### src/rtl/riscv_ctrl_pkg.sv
// riscv_ctrl_pkg: ALU codes, opcodes, FSM states and select encodings
// for the multi-cycle RV32 control path (ERROR state with ILLEGAL_TRAP_EN).
package riscv_ctrl_pkg;

  localparam int DATA_WIDTH = 32;

  typedef enum logic [3:0] {
    ALU_ADD  = 4'b0000,
    ALU_BNE  = 4'b0001,
    ALU_JAL  = 4'b0010,
    ALU_JALR = 4'b0011,
    ALU_LUI  = 4'b0100,
    ALU_LBU  = 4'b0101,
    ALU_SB   = 4'b0110,
    ALU_SLL  = 4'b0111,
    ALU_SUB  = 4'b1000,
    ALU_SRL  = 4'b1001,
    ALU_XOR  = 4'b1010,
    ALU_OR   = 4'b1011,
    ALU_AND  = 4'b1100,
    ALU_BEQ  = 4'b1101
  } alu_op_e;

  typedef enum logic [1:0] {
    CLS_ADD,
    CLS_R,
    CLS_I,
    CLS_BR
  } alu_cls_e;

  localparam logic [6:0] OP_LOAD   = 7'b0000011;
  localparam logic [6:0] OP_STORE  = 7'b0100011;
  localparam logic [6:0] OP_RTYPE  = 7'b0110011;
  localparam logic [6:0] OP_ITYPE  = 7'b0010011;
  localparam logic [6:0] OP_BRANCH = 7'b1100011;
  localparam logic [6:0] OP_JAL    = 7'b1101111;
  localparam logic [6:0] OP_JALR   = 7'b1100111;
  localparam logic [6:0] OP_LUI    = 7'b0110111;

  typedef enum logic [3:0] {
    S_FETCH,
    S_DECODE,
    S_MEMADR,
    S_MEMREAD,
    S_MEMWRITE,
    S_MEMWB,
    S_EXECR,
    S_EXECI,
    S_ALUWB,
    S_BRANCH,
    S_JAL,
    S_JALR,
    S_JALRPC,
    S_LUI
`ifdef ILLEGAL_TRAP_EN
    , S_ERROR
`endif
  } state_e;

  localparam logic [1:0] SRCA_PC    = 2'b00;
  localparam logic [1:0] SRCA_OLDPC = 2'b01;
  localparam logic [1:0] SRCA_RS1   = 2'b10;

  localparam logic [1:0] SRCB_RS2   = 2'b00;
  localparam logic [1:0] SRCB_IMM   = 2'b01;
  localparam logic [1:0] SRCB_FOUR  = 2'b10;
  localparam logic [1:0] SRCB_RDATA = 2'b11;

  localparam logic [1:0] RES_ALUOUT = 2'b00;
  localparam logic [1:0] RES_RDATA  = 2'b01;
  localparam logic [1:0] RES_ALURES = 2'b10;

  localparam logic [2:0] IMM_I = 3'b000;
  localparam logic [2:0] IMM_S = 3'b001;
  localparam logic [2:0] IMM_B = 3'b010;
  localparam logic [2:0] IMM_U = 3'b011;
  localparam logic [2:0] IMM_J = 3'b100;

  function automatic logic [2:0] imm_of(input logic [6:0] op);
    logic [2:0] sel;
    sel = IMM_I;
    case (op)
      OP_STORE:  sel = IMM_S;
      OP_BRANCH: sel = IMM_B;
      OP_LUI:    sel = IMM_U;
      OP_JAL:    sel = IMM_J;
      default:   sel = IMM_I;
    endcase
    return sel;
  endfunction

endpackage

### src/rtl/alu_decoder.sv
// alu_decoder: maps the instruction class plus funct3/funct7b5
// onto the 4-bit ALUControl code.
module alu_decoder
  import riscv_ctrl_pkg::*;
(
  input  logic [1:0] cls,
  input  logic [2:0] funct3,
  input  logic       funct7b5,
  output logic [3:0] alu_control
);

  logic sub;

  assign sub = funct7b5 & (cls == CLS_R);

  // class-driven ALU code selection
  always_comb begin
    alu_control = ALU_ADD;
    unique case (1'b1)
      cls == CLS_BR: begin
        alu_control = (funct3 == 3'b001) ? ALU_BNE : ALU_BEQ;
      end
      cls == CLS_R,
      cls == CLS_I: begin
        case (funct3)
          3'b000:  alu_control = sub ? ALU_SUB : ALU_ADD;
          3'b001:  alu_control = ALU_SLL;
          3'b100:  alu_control = ALU_XOR;
          3'b101:  alu_control = ALU_SRL;
          3'b110:  alu_control = ALU_OR;
          3'b111:  alu_control = ALU_AND;
          default: alu_control = ALU_ADD;
        endcase
      end
      default: alu_control = ALU_ADD;
    endcase
  end

endmodule

### src/rtl/multicycle_ctrl.sv
// multicycle_ctrl: multi-cycle RV32 control FSM driving datapath selects.
// ILLEGAL_TRAP_EN: unknown opcodes trap into a sticky ERROR state.
module multicycle_ctrl
  import riscv_ctrl_pkg::*;
(
  input  logic       clk,
  input  logic       rst,
  input  logic [6:0] op,
  input  logic [2:0] funct3,
  input  logic       funct7b5,
  input  logic       zero,
  input  logic       mem_ready,
  output logic       pc_write,
  output logic       adr_src,
  output logic       mem_write,
  output logic       ir_write,
  output logic       reg_write,
  output logic [1:0] result_src,
  output logic [1:0] alu_src_a,
  output logic [1:0] alu_src_b,
  output logic [2:0] imm_src,
  output logic [3:0] alu_control,
  output logic       illegal
);

`ifdef ILLEGAL_TRAP_EN
  localparam state_e S_BAD = S_ERROR;
`else
  localparam state_e S_BAD = S_FETCH;
`endif

  state_e     state;
  alu_cls_e   cls;
  logic [3:0] dec_op;
  alu_op_e    code;

  alu_decoder u_dec (
    .cls         (cls),
    .funct3      (funct3),
    .funct7b5    (funct7b5),
    .alu_control (dec_op)
  );

  // state sequencing; memory states wait for mem_ready
  always_ff @(posedge clk or posedge rst) begin
    if (rst) begin
      state <= S_FETCH;
    end else begin
      unique case (state)
        S_FETCH: begin
          if (mem_ready) state <= S_DECODE;
        end
        S_DECODE: begin
          case (op)
            OP_LOAD,
            OP_STORE:  state <= S_MEMADR;
            OP_RTYPE:  state <= S_EXECR;
            OP_ITYPE:  state <= S_EXECI;
            OP_BRANCH: state <= S_BRANCH;
            OP_JAL:    state <= S_JAL;
            OP_JALR:   state <= S_JALR;
            OP_LUI:    state <= S_LUI;
            default:   state <= S_BAD;
          endcase
        end
        S_MEMADR: begin
          state <= (op == OP_STORE) ? S_MEMWRITE : S_MEMREAD;
        end
        S_MEMREAD: begin
          if (mem_ready) state <= S_MEMWB;
        end
        S_MEMWRITE: begin
          if (mem_ready) state <= S_FETCH;
        end
        S_MEMWB,
        S_ALUWB,
        S_BRANCH:   state <= S_FETCH;
        S_EXECR,
        S_EXECI,
        S_JAL,
        S_JALRPC,
        S_LUI:      state <= S_ALUWB;
        S_JALR:     state <= S_JALRPC;
        default:    state <= S_BAD;
      endcase
    end
  end

  // which ALU decode class applies in this state
  always_comb begin
    cls = CLS_ADD;
    unique case (state)
      S_EXECR:  cls = CLS_R;
      S_EXECI:  cls = CLS_I;
      S_BRANCH: cls = CLS_BR;
      default:  cls = CLS_ADD;
    endcase
  end

  // Moore control word; fetch and branch strobes gated by inputs
  always_comb begin
    pc_write   = 1'b0;
    adr_src    = 1'b0;
    mem_write  = 1'b0;
    ir_write   = 1'b0;
    reg_write  = 1'b0;
    result_src = RES_ALUOUT;
    alu_src_a  = SRCA_PC;
    alu_src_b  = SRCB_RS2;
    imm_src    = IMM_I;
    code       = ALU_ADD;
    unique case (state)
      S_FETCH: begin
        alu_src_b  = SRCB_FOUR;
        result_src = RES_ALURES;
        ir_write   = mem_ready;
        pc_write   = mem_ready;
      end
      S_DECODE: begin
        alu_src_a = SRCA_OLDPC;
        alu_src_b = SRCB_IMM;
        imm_src   = imm_of(op);
      end
      S_MEMADR: begin
        alu_src_a = SRCA_RS1;
        alu_src_b = SRCB_IMM;
        if (op == OP_STORE) begin
          imm_src = IMM_S;
          code    = ALU_SB;
        end
      end
      S_MEMREAD: begin
        adr_src = 1'b1;
      end
      S_MEMWRITE: begin
        adr_src   = 1'b1;
        mem_write = 1'b1;
      end
      S_MEMWB: begin
        alu_src_b  = SRCB_RDATA;
        result_src = RES_ALURES;
        code       = ALU_LBU;
        reg_write  = 1'b1;
      end
      S_EXECR: begin
        alu_src_a = SRCA_RS1;
        code      = alu_op_e'(dec_op);
      end
      S_EXECI: begin
        alu_src_a = SRCA_RS1;
        alu_src_b = SRCB_IMM;
        code      = alu_op_e'(dec_op);
      end
      S_ALUWB: begin
        reg_write = 1'b1;
      end
      S_BRANCH: begin
        alu_src_a = SRCA_RS1;
        imm_src   = IMM_B;
        code      = alu_op_e'(dec_op);
        pc_write  = (dec_op == ALU_BNE) ? ~zero : zero;
      end
      S_JAL,
      S_JALRPC: begin
        alu_src_a = SRCA_OLDPC;
        alu_src_b = SRCB_FOUR;
        pc_write  = 1'b1;
      end
      S_JALR: begin
        alu_src_a = SRCA_RS1;
        alu_src_b = SRCB_IMM;
        code      = ALU_JALR;
      end
      S_LUI: begin
        alu_src_b = SRCB_IMM;
        imm_src   = IMM_U;
        code      = ALU_LUI;
      end
      default: begin
        code = ALU_ADD;
      end
    endcase
    if (rst) begin
      pc_write   = 1'b0;
      adr_src    = 1'b0;
      mem_write  = 1'b0;
      ir_write   = 1'b0;
      reg_write  = 1'b0;
      result_src = 2'b00;
      alu_src_a  = 2'b00;
      alu_src_b  = 2'b00;
      imm_src    = 3'b000;
      code       = ALU_ADD;
    end
  end

  assign alu_control = code;

`ifdef ILLEGAL_TRAP_EN
  assign illegal = (state == S_ERROR);
`else
  assign illegal = 1'b0;
`endif

endmodule

### config.mk
export PLATFORM = sky130hd
export DESIGN_NAME = multicycle_ctrl
export DESIGN_NICKNAME = d
export VERILOG_FILES = /design/src/rtl/riscv_ctrl_pkg.sv /design/src/rtl/alu_decoder.sv /design/src/rtl/multicycle_ctrl.sv
export SDC_FILE = /design/constraint.sdc
export NUM_CORES = 1
export LEC_CHECK = 0
export CORE_ASPECT_RATIO = 1.5
export CORE_UTILIZATION = 50
export CTS_CLUSTER_SIZE = 40
export DETAILED_ROUTE_END_ITERATION = 6
export MAX_ROUTING_LAYER = met4
export PLACE_DENSITY = 0.86
export SKIP_CTS_REPAIR_TIMING = 1
export SLEW_MARGIN = 20
export SYNTH_ARGS = -nofsm -noshare
export SYNTH_HDL_FRONTEND = slang
export SYNTH_SLANG_ARGS = --single-unit
### constraint.sdc
create_clock -name clk -period 7.2 [get_ports clk]
set_input_delay 1.08 -clock clk [delete_from_list [all_inputs] [get_ports clk]]
set_output_delay 1.08 -clock clk [all_outputs]
set_load 0.1 [all_outputs]
==> impl_metrics.csv, run 1 <==
group,metric,value,unit
floorplanning,fp.dieW,39.0,um
worst_hold_path,hp-class,"flip-flop to flip-flop",
worst_hold_path,hold_start,"state[1]",
global_route,antenna_found_initial,0,
final_layout,largest_reg_flops,4,
timing,fin_crit,5.09,ns
yosys,ys.flop_type,"dfrtp_1",
final_layout,drive_above_1_share,0.0447,
critical_path,critical-path-top-delay-family,"buffers and inverters",
timing,fin_setup_tns,0,ns
yosys,netlist-cell-type-count,50,
yosys,synthTopCellsByCount,"a21oi_1, nand2_1, nor2_1, o21ai_0, nand2b_1",
critical_path,path_class,"flip-flop to output port",
floorplanning,rows,19,
final_layout,fillers,175,
critical_path,reg2reg_depth,5,
clock_network,clock-sinks,4,
yosys,ys_seq_area_frac,0.0977,
route,post_drt_wl_per_cell,14.9,um
global_route,grt_pass1_wl,5000,um
clock_network,clock-root-buffer,"clkbuf_4",
route,drc,0,
pwr,p_comb_frac,0.739,
route,drt_iter0_markers,47,
final_layout,fin_util,0.704,
final_layout,reg.largest.list,"state x4",
critical_path,cpMostUsedCell,"o21ai_0",
pwr,p_sw,223,uW
global_route,grt_overflow,0,
critical_path,timing.rr.end,"state[2]",
critical_path,reg2reg_from,"state[0]",
pwr,vdd_ir_drop_max,0.000183,V
run,max_cap_violations,0,
timing,finalHoldViolations,0,
final_layout,finalInstanceArea,0.00132,mm2
critical_path,cp_cell_sequence,"and2b_1 -> and2_1 -> o21ai_0 -> ha_1 -> and3b_1 -> o21ai_0 -> o311ai_0 -> nand2b_1 -> a31oi_1 -> clkdlybuf4s50_1",
place,hpwl,2260,um
timing,skew,0.0116,ns
timing,slew-limit-headroom,0.344,
route,ant_nets,0,
timing,max_freq,196,MHz
critical_path,crit_path_top_delay_cell,"clkdlybuf4s50_1",
floorplanning,start_util,0.546,
pwr,p_leak,0.508,nW
pwr,p_per_area,262,mW/mm2
yosys,synth_edf_count,0,
clock_network,clockBufferDepth,2,
clock_network,h-tree-depth,1,
pwr,pwr-share-seq,0.177,
timing,setup-violations-final,0,
yosys,synth_top_cell_area_share,0.0977,
yosys,syn_avg_cell_area,6.53,um2
timing,rsz0062_at_grt,"false",
yosys,synth_seq_cells,4,
critical_path,worstSetupStartpointType,"flip-flop",
yosys,synthCells,157,
place,placed_area,0.00130,mm2
yosys,synth_warnings,0,
clock_network,cts_made_buffers,3,
route,routed_via_density,6.36,
worst_hold_path,min_path_cells,2,
route,drt_wl_total,2980,um
critical_path,crit_required,6.12,ns
clock_network,clkLatencyLatePin,0.25,ns
route,drt_first_pass_iters,4,
route,vias,1271,
critical_path,r2r_slack,5.09,ns
timing,tightestPinTransition,0.981,ns
final_layout,syn_to_final_growth,28.9,%
place,numPortBuffers,31,
clock_network,cts_tree,"done",
yosys,synth_top_cell_by_area,"dfrtp_1",
final_layout,num-nets-final,199,
critical_path,crit_fanout,21,
floorplanning,coreArea,0.00188,mm2
pwr,clkPwrFrac,0.084,
final_layout,top_register,"state",
floorplanning,pin_count,34,
pwr,internal_power,124,uW
critical_path,critical-path-max-stage-delay,1.17,ns
global_route,grt_usage,0.303,
timing,slew_violations,0,
critical_path,cp_num_buf_inv,1,
floorplanning,dieArea,0.00224,mm2
critical_path,endpoint_kind,"output port",
status,outcome,"completed",
pwr,switching_share,0.642,
clock_network,clkTransAtPathRegs,0.04,ns
final_layout,diodes,0,
worst_hold_path,holdPathEnd,"state[0]",
yosys,mappedNetlistArea,0.00102,mm2
yosys,synth_area_leaders,"dfrtp_1, a21oi_1, nand2b_1, o21ai_0, nand2_1",
global_route,grt_max_degree,28,
pwr,finalPower,347,uW
place,place_congestion,0.892,
global_route,first_global_vias,1209,
floorplanning,die_height,57.4,um
yosys,async_reset_ff_frac,1.00,
timing,period_share,0.707,
critical_path,crit_arrival,4.01,ns
-- worst register-to-register path, cell delays in order, from the launching register on --
cell	delay, ns
dfrtp_1	0.82
nand2b_1	0.32
nor3_2	0.32
nand4_1	0.23
a21o_1	0.23
nand3_1	0.10
-- cells by family (layout without fill, tap and decap cells) --
group / after synthesis / after routing / synth area share
AOI/OAI and AO/OA: 48 / 48 / 0.296
xor gates and xnor gates: 5 / 5 / 0.0427
adders and majority gates: 3 / 3 / 0.0366
buffers and inverters: 20 / 41 / 0.0903
DFF: 4 / 4 / 0.0977
muxes: 1 / 1 / 0.00977
other: 1 / 2 / 0.00366
and+or+nand+nor: 75 / 75 / 0.424
-- layout by cell type (no fill, tap or decap), types with 2 or more instances in the layout --
cell type / instances
a21oi_1: 14
a22oi_1: 2
a31oi_1: 3
and2_1: 2
and2b_1: 2
clkbuf_4: 3
clkdlybuf4s50_1: 31
conb_1: 2
dfrtp_1: 4
ha_1: 3
inv_1: 7
nand2_1: 14
nand2b_1: 10
nand3_1: 8
nand4_1: 3
nor2_1: 11
nor2b_1: 4
nor3_1: 2
nor3b_1: 3
nor4_1: 5
o21ai_0: 11
o21ai_1: 2
o221ai_1: 2
o22ai_1: 3
o311ai_0: 2
xnor2_1: 2
xor2_1: 3
-- routing by layer --
metal  share of wire  GRT usage  wire length, um  vias to the layer above
li1                -          -                -                      620
met1            0.38      0.324             1120                      583
met2            0.56      0.562             1650                       58
met3           0.044     0.0117              132                       10
met4           0.023     0.0936               68                        0
met5               0          -                0                        -
-- final cells by class --
cell class | count | area (um2) | area share
Clock buffer | 3 | 22.5 | 0.0170
Timing Repair Buffer | 31 | 310 | 0.235
Sequential cell | 4 | 100 | 0.0758
Inverter | 7 | 26.3 | 0.0199
Tap cell | 21 | 26.3 | 0.0199
Multi-Input combinational cell | 134 | 836 | 0.633
-- metrics by stage --
stage | setup WS, ns | instances | hold slack (ns)
3_5_place_dp | 2.21 | 197 | 0.902
3_3_place_gp | 2.30 | 197 | 0.900
5_1_grt | 1.90 | 200 | 0.955
4_1_cts | 2.15 | 200 | 0.898
2_1_floorplan | 1.29 | 158 | 0.626
6_report | 2.11 | 200 | 0.902
-- worst max-delay path by stage --
stage / startpoint / end / slack (ns) / cells past startpoint
floorplan: state[2] / alu_control[3] / 1.29 / 6
global placement: rst / alu_control[3] / 2.30 / 5
detailed placement: rst / alu_control[3] / 2.21 / 5
CTS: state[3] / alu_control[2] / 2.15 / 10
global route: state[3] / alu_control[2] / 1.90 / 10
finish: state[3] / alu_control[2] / 2.11 / 10
-- power by group through the flow --
stage / logic [mW] / registers, mW / clock network [mW]
2_1_floorplan: 0.228 / 0.0335 / 0
3_3_place_gp: 0.252 / 0.0591 / 0
3_5_place_dp: 0.254 / 0.0604 / 0
4_1_cts: 0.255 / 0.0601 / 0.0288
5_1_grt: 0.274 / 0.0637 / 0.0301
6_report: 0.256 / 0.0614 / 0.0291
No activity file was read; power rests on OpenSTA's default activity.
==> run 2, diff against run 1 <==
- CORE_UTILIZATION: 50 -> 46
- PLACE_DENSITY: 0.86 -> 0.8
- clock period: 7.2 -> 4.9 ns (I/O delays scaled with it)
==> impl_metrics.csv, run 2 (synthesized netlist as in run 1, its figures left out) <==
group,metric,value,unit
place,hpwl,2300,um
timing,tightestPinTransition,0.968,ns
floorplanning,dieArea,0.00242,mm2
status,outcome,"completed",
route,ant_nets,0,
floorplanning,coreArea,0.00205,mm2
floorplanning,fp.dieW,40.5,um
place,placed_area,0.00128,mm2
timing,fin_setup_tns,0,ns
final_layout,syn_to_final_growth,27.6,%
final_layout,largest_reg_flops,4,
final_layout,top_register,"state",
final_layout,drive_above_1_share,0.0950,
critical_path,endpoint_kind,"output port",
final_layout,layout.cells.non_filler,201,
pwr,p_leak,0.524,nW
final_layout,reg.largest.list,"state x4",
run,max_cap_violations,0,
timing,period_share,0.795,
route,post_drt_wl_per_cell,14.7,um
pwr,vdd_ir_drop_max,0.000215,V
clock_network,clkTransAtPathRegs,0.04,ns
clock_network,clkLatencyLatePin,0.24,ns
route,drc,0,
floorplanning,rows,20,
clock_network,cts_tree,"done",
clock_network,cts_made_buffers,3,
timing,max_freq,257,MHz
global_route,grt_overflow,0,
timing,fin_crit,3.89,ns
timing,finalHoldViolations,0,
timing,fin_ws,1.01,ns
clock_network,h-tree-depth,1,
global_route,grt_pass1_wl,4630,um
final_layout,layout_common_cells,"clkdlybuf4s50_1, nand2_1, a21oi_1, nor2_1, o21ai_0",
final_layout,num-nets-final,199,
floorplanning,die_height,59.8,um
timing,rsz0062_at_grt,"false",
place,place_congestion,0.864,
clock_network,clock-sinks,4,
global_route,grt_usage,0.272,
critical_path,path_class,"flip-flop to output port",
critical_path,crit_fanout,21,
final_layout,finalInstanceArea,0.00131,mm2
global_route,antenna_found_initial,0,
critical_path,worstSetupStartpointType,"flip-flop",
route,drt_first_pass_iters,4,
timing,slew-limit-headroom,0.353,
global_route,first_global_vias,1145,
route,drt_wl_total,2960,um
floorplanning,pin_count,34,
timing,slew_violations,0,
critical_path,crit_required,4.16,ns
route,vias,1233,
route,drt_iter0_markers,39,
critical_path,crit_arrival,3.16,ns
place,dp_cells,198,
timing,skew,0.00765,ns
global_route,grt_max_degree,28,
worst_hold_path,hp-class,"flip-flop to flip-flop",
final_layout,final_common_cell,"clkdlybuf4s50_1",
clock_network,clockBufferDepth,2,
place,numPortBuffers,31,
timing,setup-violations-final,0,
timing,worst_hold_slack,0.911,ns
pwr,p_per_area,387,mW/mm2
clock_network,clock-root-buffer,"clkbuf_4",
final_layout,diodes,0,
route,routed_via_density,6.13,
floorplanning,start_util,0.499,
place,post-place-ws,1.29,ns
run 2: cell type report:
cell class              count  area (um2)
fillers                   194         744
well taps                  22        27.5
repair buffers             31         290
clock buffers               3        22.5
flip-flops and latches      4         100
inverters                   7        26.3
multi-input cells         134         841
run 2: metrics by stage:
step	total power [mW]	utilization
after global routing	0.542	0.637
after global placement	0.460	0.626
after floorplan	0.384	-
after CTS	0.506	0.637
final	0.507	0.637
after detailed placement	0.461	0.626
run 2: report_power, final:
part           internal [mW]  switching (mW)
combinational          0.114           0.261
clock                 0.0274          0.0142
sequential            0.0404          0.0494
total                  0.182           0.325
run 2: metal layers:
metal | up-vias | global-route usage | part of all wire
met1 | 569 | 0.276 | 0.38
met4 | 0 | 0.100 | 0.013
met2 | 45 | 0.512 | 0.57
met3 | 4 | 0.00372 | 0.031
li1 | 615 | - | -
met5 | - | - | 0
run 2: path summary, 6_finish.rpt:
check / to / slack (ns) / from / cells past startpoint
min in group asynchronous: state[1] / 1.07 / rst / 2
max in group asynchronous: state[3] / 3.60 / rst / 2
worst max register to register: state[2] / 2.89 / state[0] / 5
worst max-delay path: alu_control[2] / 1.01 / state[3] / 10
worst min register to register: state[0] / 0.91 / state[1] / 2
worst min-delay path: state[0] / 0.91 / state[1] / 2
run 2: critical path, cell delays in order (launching register included):
cell and delay [ns]:
dfrtp_1 0.76, and2b_1 0.30, and2_1 0.21, o21ai_0 0.31
ha_1 0.37, and3b_1 0.24, o21ai_0 0.06, o311ai_0 0.09
nand2b_1 0.11, a31oi_1 0.18, buf_4 0.31
